File: src/rtl/ofm_addr_controller.sv
// OFM write-address generator: streams one tile of systolic-array results into
// the output feature-map memory, filter-outer / pixel-inner, then advances the tile.
//
//   state     | meaning
//   ----------+-----------------------------------------------------------
//   IDLE      | waiting for start; tile_base holds the next tile's origin
//   WRITE     | one address per valid word; stalls while data_valid is low
//   NEXT_TILE | one-cycle tile_base advance, layer wrap detection
module ofm_addr_controller #(
  parameter int OFM_SIZE   = 416,
  parameter int NUM_FILTER = 16,
  parameter int TILE_WIDTH = 16,
  parameter int ADDR_WIDTH = 22
) (
  input  logic                  clk,
  input  logic                  rst_n,
  input  logic                  start,
  input  logic                  data_valid,
  output logic [ADDR_WIDTH-1:0] ofm_addr,
  output logic                  wr_en,
  output logic                  busy,
  output logic                  tile_done,
  output logic                  layer_done
);

  localparam int PIX_W = (TILE_WIDTH > 1) ? $clog2(TILE_WIDTH) : 1;
  localparam int FIL_W = (NUM_FILTER > 1) ? $clog2(NUM_FILTER) : 1;

  // Plane stride is an elaboration-time constant, so the datapath stays adders only.
  localparam logic [ADDR_WIDTH-1:0] PLANE_A  = ADDR_WIDTH'(OFM_SIZE * OFM_SIZE);
  localparam logic [ADDR_WIDTH-1:0] TILE_A   = ADDR_WIDTH'(TILE_WIDTH);
  localparam logic [PIX_W-1:0]      PIX_LAST = PIX_W'(TILE_WIDTH - 1);
  localparam logic [FIL_W-1:0]      FIL_LAST = FIL_W'(NUM_FILTER - 1);

  typedef enum logic [1:0] {IDLE, WRITE, NEXT_TILE} state_t;

  state_t                  state;
  logic [ADDR_WIDTH-1:0]   tile_base;
  logic [ADDR_WIDTH-1:0]   filter_base;
  logic [PIX_W-1:0]        pixel;
  logic [FIL_W-1:0]        filter;
  logic [ADDR_WIDTH-1:0]   base_next;
  logic [ADDR_WIDTH-1:0]   plane_next;

  assign base_next  = tile_base + TILE_A;
  assign plane_next = filter_base + PLANE_A;

  assign wr_en = (state == WRITE) && data_valid;
  assign busy  = (state != IDLE);

  always_ff @(posedge clk or negedge rst_n) begin
    if (!rst_n) begin
      state       <= IDLE;
      ofm_addr    <= '0;
      tile_base   <= '0;
      filter_base <= '0;
      pixel       <= '0;
      filter      <= '0;
      tile_done   <= 1'b0;
      layer_done  <= 1'b0;
    end else begin
      layer_done <= 1'b0;
      case (state)
        IDLE: begin
          if (start) begin
            ofm_addr    <= tile_base;
            filter_base <= tile_base;
            pixel       <= '0;
            filter      <= '0;
            state       <= WRITE;
          end
        end
        WRITE: begin
          if (data_valid) begin
            if (pixel != PIX_LAST) begin
              ofm_addr <= ofm_addr + ADDR_WIDTH'(1);
              pixel    <= pixel + PIX_W'(1);
            end else if (filter != FIL_LAST) begin
              filter_base <= plane_next;
              ofm_addr    <= plane_next;
              pixel       <= '0;
              filter      <= filter + FIL_W'(1);
            end else begin
              tile_done <= 1'b1;
              state     <= NEXT_TILE;
            end
          end
        end
        NEXT_TILE: begin
          tile_done <= 1'b0;
          // Last tile of the plane: wrap to the layer origin and flag the layer.
          if (base_next == PLANE_A) begin
            tile_base  <= '0;
            layer_done <= 1'b1;
          end else begin
            tile_base <= base_next;
          end
          state <= IDLE;
        end
        default: state <= IDLE;
      endcase
    end
  end

endmodule

File: config.mk
export PLATFORM = sky130hd
export DESIGN_NAME = ofm_addr_controller
export DESIGN_NICKNAME = d
export VERILOG_FILES = /design/src/rtl/ofm_addr_controller.sv
export SDC_FILE = /design/constraint.sdc
export NUM_CORES = 1
export LEC_CHECK = 0
export ABC_AREA = 1
export BUFFER_PORTS_ARGS = -buffer_cell sky130_fd_sc_hd__buf_2
export CORE_AREA = 4 4 102 104
export CTS_CLUSTER_SIZE = 40
export DETAILED_ROUTE_END_ITERATION = 16
export DIE_AREA = 0 0 106 108
export PLACE_DENSITY_LB_ADDON = 0.3
export RECOVER_POWER = 50
export SYNTH_ARGS = -nofsm -noshare
export SYNTH_HDL_FRONTEND = slang
export SYNTH_SLANG_ARGS = --single-unit
File: constraint.sdc
create_clock -name clk -period 2.3 [get_ports clk]
set_input_delay 0.46 -clock clk [delete_from_list [all_inputs] [get_ports clk]]
set_output_delay 0.46 -clock clk [all_outputs]
set_load 0.03 [all_outputs]
-- Word-level counts from Yosys, hierarchy flattened
Index checks and enable logic that the tools add are counted.
- register bits after elaboration: 78
- bits of input ports: 4
- output and inout bits: 26
- word-level logic and storage cells: 62
- add/subtract/negate cells: 5
- equal/unequal tests: 11
- mux-type cells: 29
- reductions and logical operators: 9
- operator list (operator ; count):
    two-way mux 22 bit ; 7
    case mux 22 bit (2 select lines) ; 2
    two-way mux 4 bit ; 7
    adder 22 x 1 -> 22 bit, second input constant ; 1
    adder 22 x 18 -> 22 bit, second input constant ; 1
    adder 22 x 5 -> 22 bit, second input constant ; 1
    == test 22 x 18 -> 1 bit, second input constant ; 1
    case mux 4 bit (2 select lines) ; 2
    AND reduction 4 bit ; 3
    adder 4 x 1 -> 4 bit, second input constant ; 2
    two-way mux 2 bit ; 4
    != test 2 bit, second input constant ; 4
    != test 4 bit, second input constant ; 2
    nonzero test 2 bit ; 3
    two-way mux 1 bit ; 5
    AND reduction 5 bit ; 1
    case mux 2 bit (2 select lines) ; 1
    != test 3 x 1 -> 1 bit, second input constant ; 1
    == test 2 x 1 -> 1 bit, second input constant ; 1
    == test 2 bit, second input constant ; 1
    zero test 2 bit ; 1
    != test 2 x 1 -> 1 bit, second input constant ; 1
    case mux 1 bit (2 select lines) ; 1
    logical AND 1 bit ; 1

-- Depth between registers and ports, before layout
Gate-level depths: netlist of the first run.
- word-level depth: 5
- mapped depth: 13
- depth with buffers taken out: 13

-- Least setup slack after synthesis of the first run
Ideal clock, no wire load.
- path type: reg2reg
- start point: register ofm_addr[0]
- end point: register ofm_addr[10]
- library setup time: 0.129 ns
- arrival: 1.694 ns
- required time: 2.171 ns
- slack: 0.477 ns
- stages on the path, launching flop included: 11
- path buffers: 0
- clock period less this slack: 1.823 ns
- cells stage by stage: dfrtp_1 -> ha_1 -> nand2_1 -> nor2_1 -> nand2_1 -> nor2_1 -> inv_1 -> a21oi_1 -> o21ai_0 -> nand2_1 -> a31oi_1
- word-level cells in the longest chain between the ends: 4
- RTL lines (element ; RTL line ; text):
    start, declared ; 19 ; output logic [ADDR_WIDTH-1:0] ofm_addr,
    start signal, assigned ; 66 ; ofm_addr <= tile_base;
    start signal, assigned ; 76 ; ofm_addr <= ofm_addr + ADDR_WIDTH'(1);
    start signal, assigned ; 80 ; ofm_addr <= plane_next;
    adder 22 x 1 -> 22 bit ; 76 ;
    two-way mux 22 bit ; 75 ; if (pixel != PIX_LAST) begin
    two-way mux 22 bit ; 74 ; if (data_valid) begin
    case mux 22 bit (2 select lines) ; 63 ; case (state)
Every way passes these cells. The select of a mux whose other input is x is not followed.
A chain may end at the register's enable or synchronous reset.

-- Final worst setup path of the first run
- start point: register tile_base[4]
- end point: register tile_base[13]
- word-level cells in the longest chain between the ends: 3
- RTL lines (element ; RTL line ; text):
    start, declared ; 38 ; logic [ADDR_WIDTH-1:0] tile_base;
    start signal, assigned ; 96 ; tile_base <= base_next;
    adder 22 x 5 -> 22 bit (*) ; 45 ; assign base_next = tile_base + TILE_A;
    == test 22 x 18 -> 1 bit ; 92 ; if (base_next == PLANE_A) begin
    two-way mux 22 bit (*) ; 92 ;
Mark *: on every way between the ends. The rest lies on a longest branch, timed or not.

==> out/metrics.cfg, run 1 <==
[outcome]
status = finished, violations left
violations = capacitance limit, slew limit

[placement]
dp_hpwl_mm = 9.49
preCtsSetupSlack_ns = 0.227
port_buffers = 29
place.gp.congestion = 0.920
dp_cells = 853
placed_area_mm2 = 0.00494

[floorplanning]
row_count = 36
io_pins = 30
initial_core_util_pct = 48.4
die_h_um = 108
die-area_mm2 = 0.0114
die_w_um = 106
core_mm2 = 0.00955

[layout]
fin_util_pct = 53.9
area_growth_pct = 11.5
fin_nets = 741
drive_gt1_share_pct = 10.3
layout_commonest_cell = nand2_1
fin_area_mm2 = 0.00515
final_cell_mix = nand2_1, nor2_1, dfrtp_1
fin_cells = 869
diodes = 0

[clock_tree]
cts_setup_buffers = 0
hold_buffers = 0
cts_buffers = 9
clock_tree.root_cell = clkbuf_8
path_clk_slew_ns = 0.08
clkLatencyLatePin_ns = 0.36
tritoncts = built
htreeDepth = 3
clock_path_buffers = 2
cts_sinks = 71

[detailed_routing]
vias = 4680
vias_per_cell = 5.39
ant_nets = 0
drtIter0Drc = 254
wl_per_cell_um = 14.8
wirelength_mm = 12.8
dr.pass1.iters = 5
route.detailed.drc = 0

[timing]
fin_crit_ns = 2.07
hold_viol_final = 0
skew_ns = 0.0130
max_slew_margin_pct = -23.0
post-route-period-util_pct = 90.0
fmax_mhz = 483
report.final.slew_viol_count = 72
hold_slack_ns = 0.490
setup_tns_ns = 0
finalSetupViolCount = 0
tightest_slew_ns = 1.84
setup_slack_ns = 0.231
rsz0062_at_grt = false

[pwr]
leakagePower_nw = 2.51
vdd_drop_max_mv = 0.411
power_mw = 5.76
power.density_mw_per_mm2 = 1120

[yosys]
synthArstFlopShare_pct = 100
synth.top_cells.by_area = dfrtp_1, nand2_1, nor2_1
synth-edff-count = 0
synth_top_area_share_pct = 38.5
synth_seq_cells = 71
ys_types = 35
yosysTopAreaCell = dfrtp_1
yosys_warnings = 0
synth.net_count = 709
syn_area_mm2 = 0.00462
avgSynthCellArea_um2 = 6.61
synthCells = 699
ys_seq_area_share_pct = 38.5
ys.flop_type = dfrtp_1

[setup_path]
r2r_cells = 12
startpoint_type = register
cp_max_fo = 7
r2r-start = tile_base[4]$_DFFE_PN0N_
reg2reg_setup_slack_ns = 0.23
r2r-end = tile_base[13]$_DFFE_PN0N_
endpoint_kind = register
worstPathArrival_ns = 2.31
critPathKind = reg -> reg
worstPathRequired_ns = 2.54
worstSetupStartpoint = tile_base[4]$_DFFE_PN0N_

[global_routing]
antenna_found_initial = 0
gr-total-overflow = 0
grt_max_degree = 72
grt_pass1_wl_mm = 21.5
grt_usage_pct = 23.5
grt_pass1_vias = 4425

[hold_path]
whs_endpoint = tile_done$_DFFE_PN0P_
hold_class = reg -> reg
worstHoldStart = tile_done$_DFFE_PN0P_
hold_depth = 2

[run]
cap_violations = 1

-- sequential cells by signal (all words and copies together) (netlist names) --
| signal | cells |
|---|---|
| pixel | 4 |
| tile_base | 18 |
| layer_done | 1 |
| state | 2 |
| ofm_addr | 22 |
| filter | 4 |
| filter_base | 19 |
| tile_done | 1 |
-- synthesized netlist by cell type, types with 2 or more instances --
library cell and count:
nor2_2 3, ha_1 6, nand3_1 45, o21a_1 2, o211ai_1 6, nand4_1 12, dfrtp_1 71, nand2_1 224
xor2_1 6, nor2_1 111, o22ai_1 5, nor3_1 7, o21ai_0 42, nor2_4 3, nand2_4 2, nand2_2 3
a31oi_1 2, inv_1 63, buf_2 8, clkbuf_1 10, a22oi_1 9, a21oi_1 36, o21ai_1 5, inv_2 7
-- cell type report --
class,count,area [µm²]
multi-input combinational,537,2490
fill,973,4400
timing repair buffer,41,223
clock buffer,10,138
tap,133,166
sequential,71,1780
clock inverter,6,92.6
inverter,71,267
-- per-layer routing --
| layer | share of wire [%] | global-route usage (%) | up-vias | wire (µm) |
|---|---|---|---|---|
| met5 | 0 | 0 | - | 0 |
| met4 | 2.1 | 7.86 | 0 | 274 |
| met3 | 6.5 | 4.66 | 23 | 837 |
| met2 | 45 | 37.5 | 154 | 5760 |
| met1 | 46 | 32.3 | 2185 | 5950 |
| li1 | - | - | 2318 | - |
-- critical path, cell delays in order (launching register included) --
cell and delay, ns:
dfrtp_1 0.46, ha_1 0.26, nand2_1 0.15, nor2_2 0.20, nand2_1 0.09, nor2_1 0.12
nor2_1 0.05, nor2_1 0.18, nand3_1 0.10, nor2_1 0.11, nand2_2 0.11, nand2_1 0.08
nand2_1 0.06
-- repair_timing --
| item | 4_1_cts | 5_1_grt |
|---|---|---|
| endpoints found under the setup margin | 0 | 1 |
| gates resized for setup | 0 | 1 |
| endpoints found under the hold margin | 0 | 0 |
-- how the worst max path moves through the flow --
stage | endpoint | slack [ns] | cells past startpoint
4_1_cts | tile_base[4]$_DFFE_PN0N_ | 0.21 | 12
3_3_place_gp | tile_base[10]$_DFFE_PN0N_ | 0.35 | 12
5_1_grt | tile_base[5]$_DFFE_PN0N_ | 0.03 | 2
6_report | tile_base[13]$_DFFE_PN0N_ | 0.23 | 12
3_5_place_dp | tile_base[5]$_DFFE_PN0N_ | 0.23 | 12
2_1_floorplan | ofm_addr[10]$_DFFE_PN0P_ | 0.48 | 10
-- power by group --
| group | switching [mW] | internal (mW) | total, mW |
|---|---|---|---|
| sequential | 0.409 | 1.58 | 1.99 |
| clock | 0.516 | 0.646 | 1.16 |
| combinational | 1.79 | 0.818 | 2.60 |
-- cell families after synthesis --
kind of cell,count (synthesis),synth area share (%)
AO/OA/AOI/OAI,110,13.2
XOR/XNOR,8,1.68
adder cells (fa/ha/maj),6,1.63
buffers and inverters,91,7.69
flip-flops,71,38.5
AND/OR/NAND/NOR,413,37.3
Note: power is estimated with default switching activity, not from simulation.
==> run 2: changes to the inputs <==
==> constraint.sdc (replaced) <==
create_clock -name clk -period 2.5 [get_ports clk]
set_input_delay 0.5 -clock clk [delete_from_list [all_inputs] [get_ports clk]]
set_output_delay 0.5 -clock clk [all_outputs]
set_load 0.03 [all_outputs]
==> run 2 against run 1 <==
  * The flow now finishes without violations
  * Setup slack improved by 0.23 ns
  * Critical path depth down 2
  * Total power fell by 9.6%
  * Non-clock buffer count down 1
  * Final area is 0.53% lower
  * Wire length shrank 4.5%
  * Core utilization decreased by 0.29 points
  * Clock-buffer cell count increased by 1
  * Clock power fell by 13%
  * Combinational power shrank 8.8%
  * Clock skew shrank 0.0036 ns
  * Critical endpoint is now filter[3]$_DFFE_PN0P_
==> out/metrics.cfg, run 2 (synthesized netlist as in run 1, its figures left out) <==
[outcome]
status = finished clean

[clock_tree]
cts_buffers = 9
cts_setup_buffers = 0
hold_buffers = 0
tritoncts = built
clock_tree.root_cell = clkbuf_8
cts-resized-gates = 0
clock_path_buffers = 2
htreeDepth = 3
clkLatencyLatePin_ns = 0.35
path_clk_slew_ns = 0.08
cts_sinks = 71

[timing]
finalSetupViolCount = 0
rsz0062_at_grt = false
max_slew_margin_pct = 25.9
hold_viol_final = 0
fmax_mhz = 489
fin_crit_ns = 2.04
post-route-period-util_pct = 81.7
skew_ns = 0.00949
report.final.slew_viol_count = 0
setup_tns_ns = 0
tightest_slew_ns = 1.11

[floorplanning]
initial_core_util_pct = 48.4
die-area_mm2 = 0.0114
die_h_um = 108
io_pins = 30
die_w_um = 106
row_count = 36
core_mm2 = 0.00955

[global_routing]
grt_pass1_wl_mm = 20.6
gr-total-overflow = 0
grt_pass1_vias = 4293
use_met1_pct = 31.0
antenna_found_initial = 0
grt_most_used_layer = met2
grt_max_degree = 37
grt_use_met3_pct = 4.12
grt_usage_pct = 22.4
grt.met2_usage_pct = 35.2

[setup_path]
worstPathRequired_ns = 2.74
reg2reg_setup_slack_ns = 0.46
endpoint_kind = register
worstPathArrival_ns = 2.28
critPathKind = reg -> reg
startpoint_type = register
cp_max_fo = 19

[detailed_routing]
route.detailed.drc = 0
vias = 4585
wirelength_mm = 12.2
dr.pass1.iters = 5
drtIter0Drc = 347
ant_nets = 0
wl_per_cell_um = 14.1
vias_per_cell = 5.28

[layout]
fin_util_pct = 53.6
largestRegisters = ofm_addr (22), filter_base (19), tile_base (18)
fin_nets = 740
final_cell_mix = nand2_1, nor2_1, dfrtp_1
diodes = 0
largest_register_ffs = 22
fillers = 954
area_growth_pct = 10.9
regMostFlops = ofm_addr
layout_commonest_cell = nand2_1
drive_gt1_share_pct = 9.52

[placement]
dp_hpwl_mm = 9.29
port_buffers = 29
place.gp.congestion = 0.906

[pwr]
vdd_drop_max_mv = 0.438
leakagePower_nw = 2.51
power.density_mw_per_mm2 = 1020

[run]
cap_violations = 0

[hold_path]
hold_class = in -> async

[run 2: changes by cell type in the layout (fill, tap and decap cells not counted)]
cell / change
buf_2: -2
clkbuf_8: -1
buf_4: -1
clkinvlp_4: -2
clkinv_2: +1
clkbuf_1: +4
inv_6: -1
clkinv_4: +1
dfrtp_1: +1
dfrtp_2: -1
[run 2: path summary, 6_finish.rpt]
| kind | startpoint | endpoint | cells after the start |
|---|---|---|---|
| max | state[0]$_DFFE_PN0P_ | filter[3]$_DFFE_PN0P_ | 10 |
| min | rst_n | ofm_addr[21]$_DFFE_PN0P_ | 1 |
| max reg2reg | state[0]$_DFFE_PN0P_ | filter[3]$_DFFE_PN0P_ | 10 |
| min reg2reg | tile_done$_DFFE_PN0P_ | tile_done$_DFFE_PN0P_ | 2 |
| max in group asynchronous | rst_n | tile_base[4]$_DFFE_PN0N_ | 2 |
| min in group clk | tile_done$_DFFE_PN0P_ | tile_done$_DFFE_PN0P_ | 2 |
[run 2: final cells by class]
type / instances / area [µm²] / area share (%)
clock buffer: 11 / 131 / 2.56
tap: 133 / 166 / 3.25
multi-input combinational: 537 / 2490 / 48.5
sequential: 71 / 1780 / 34.7
timing repair buffer: 40 / 213 / 4.15
inverter: 71 / 267 / 5.20
clock inverter: 5 / 82.6 / 1.61
[run 2: per-stage QoR]
stage	cell area, µm²	worst slack [ns]	hold WS [ns]	cells	power (mW)
2_1_floorplan	4620	0.677	0.204	699	3.50
4_1_cts	5150	0.508	0.114	868	5.22
3_5_place_dp	4940	0.522	0.470	852	4.20
5_1_grt	5120	0.219	0.412	868	5.63
6_report	5120	0.457	0.338	868	5.21
3_3_place_gp	4940	0.582	0.461	852	4.15
[run 2: power breakdown]
part           internal (mW)  total, mW  switching [mW]
logic                  0.749       2.37            1.62
clock network          0.565       1.01           0.449
registers               1.45       1.83           0.373
[run 2: worst max-delay path: stages, from the launching register on]
cell and delay (ns):
dfrtp_1 0.39, nor2_1 0.08, nand2_1 0.05, clkbuf_1 0.42, o21ai_2 0.17, nand2_1 0.19
nor2_2 0.06, inv_2 0.26, nor2_1 0.09, xnor2_1 0.15, nor2_1 0.06
[run 2: per-layer routing]
layer	part of all wire, %	up-vias
met5	0	-
met4	1.7	0
met3	5.7	17
met2	46	147
met1	46	2112
li1	-	2309
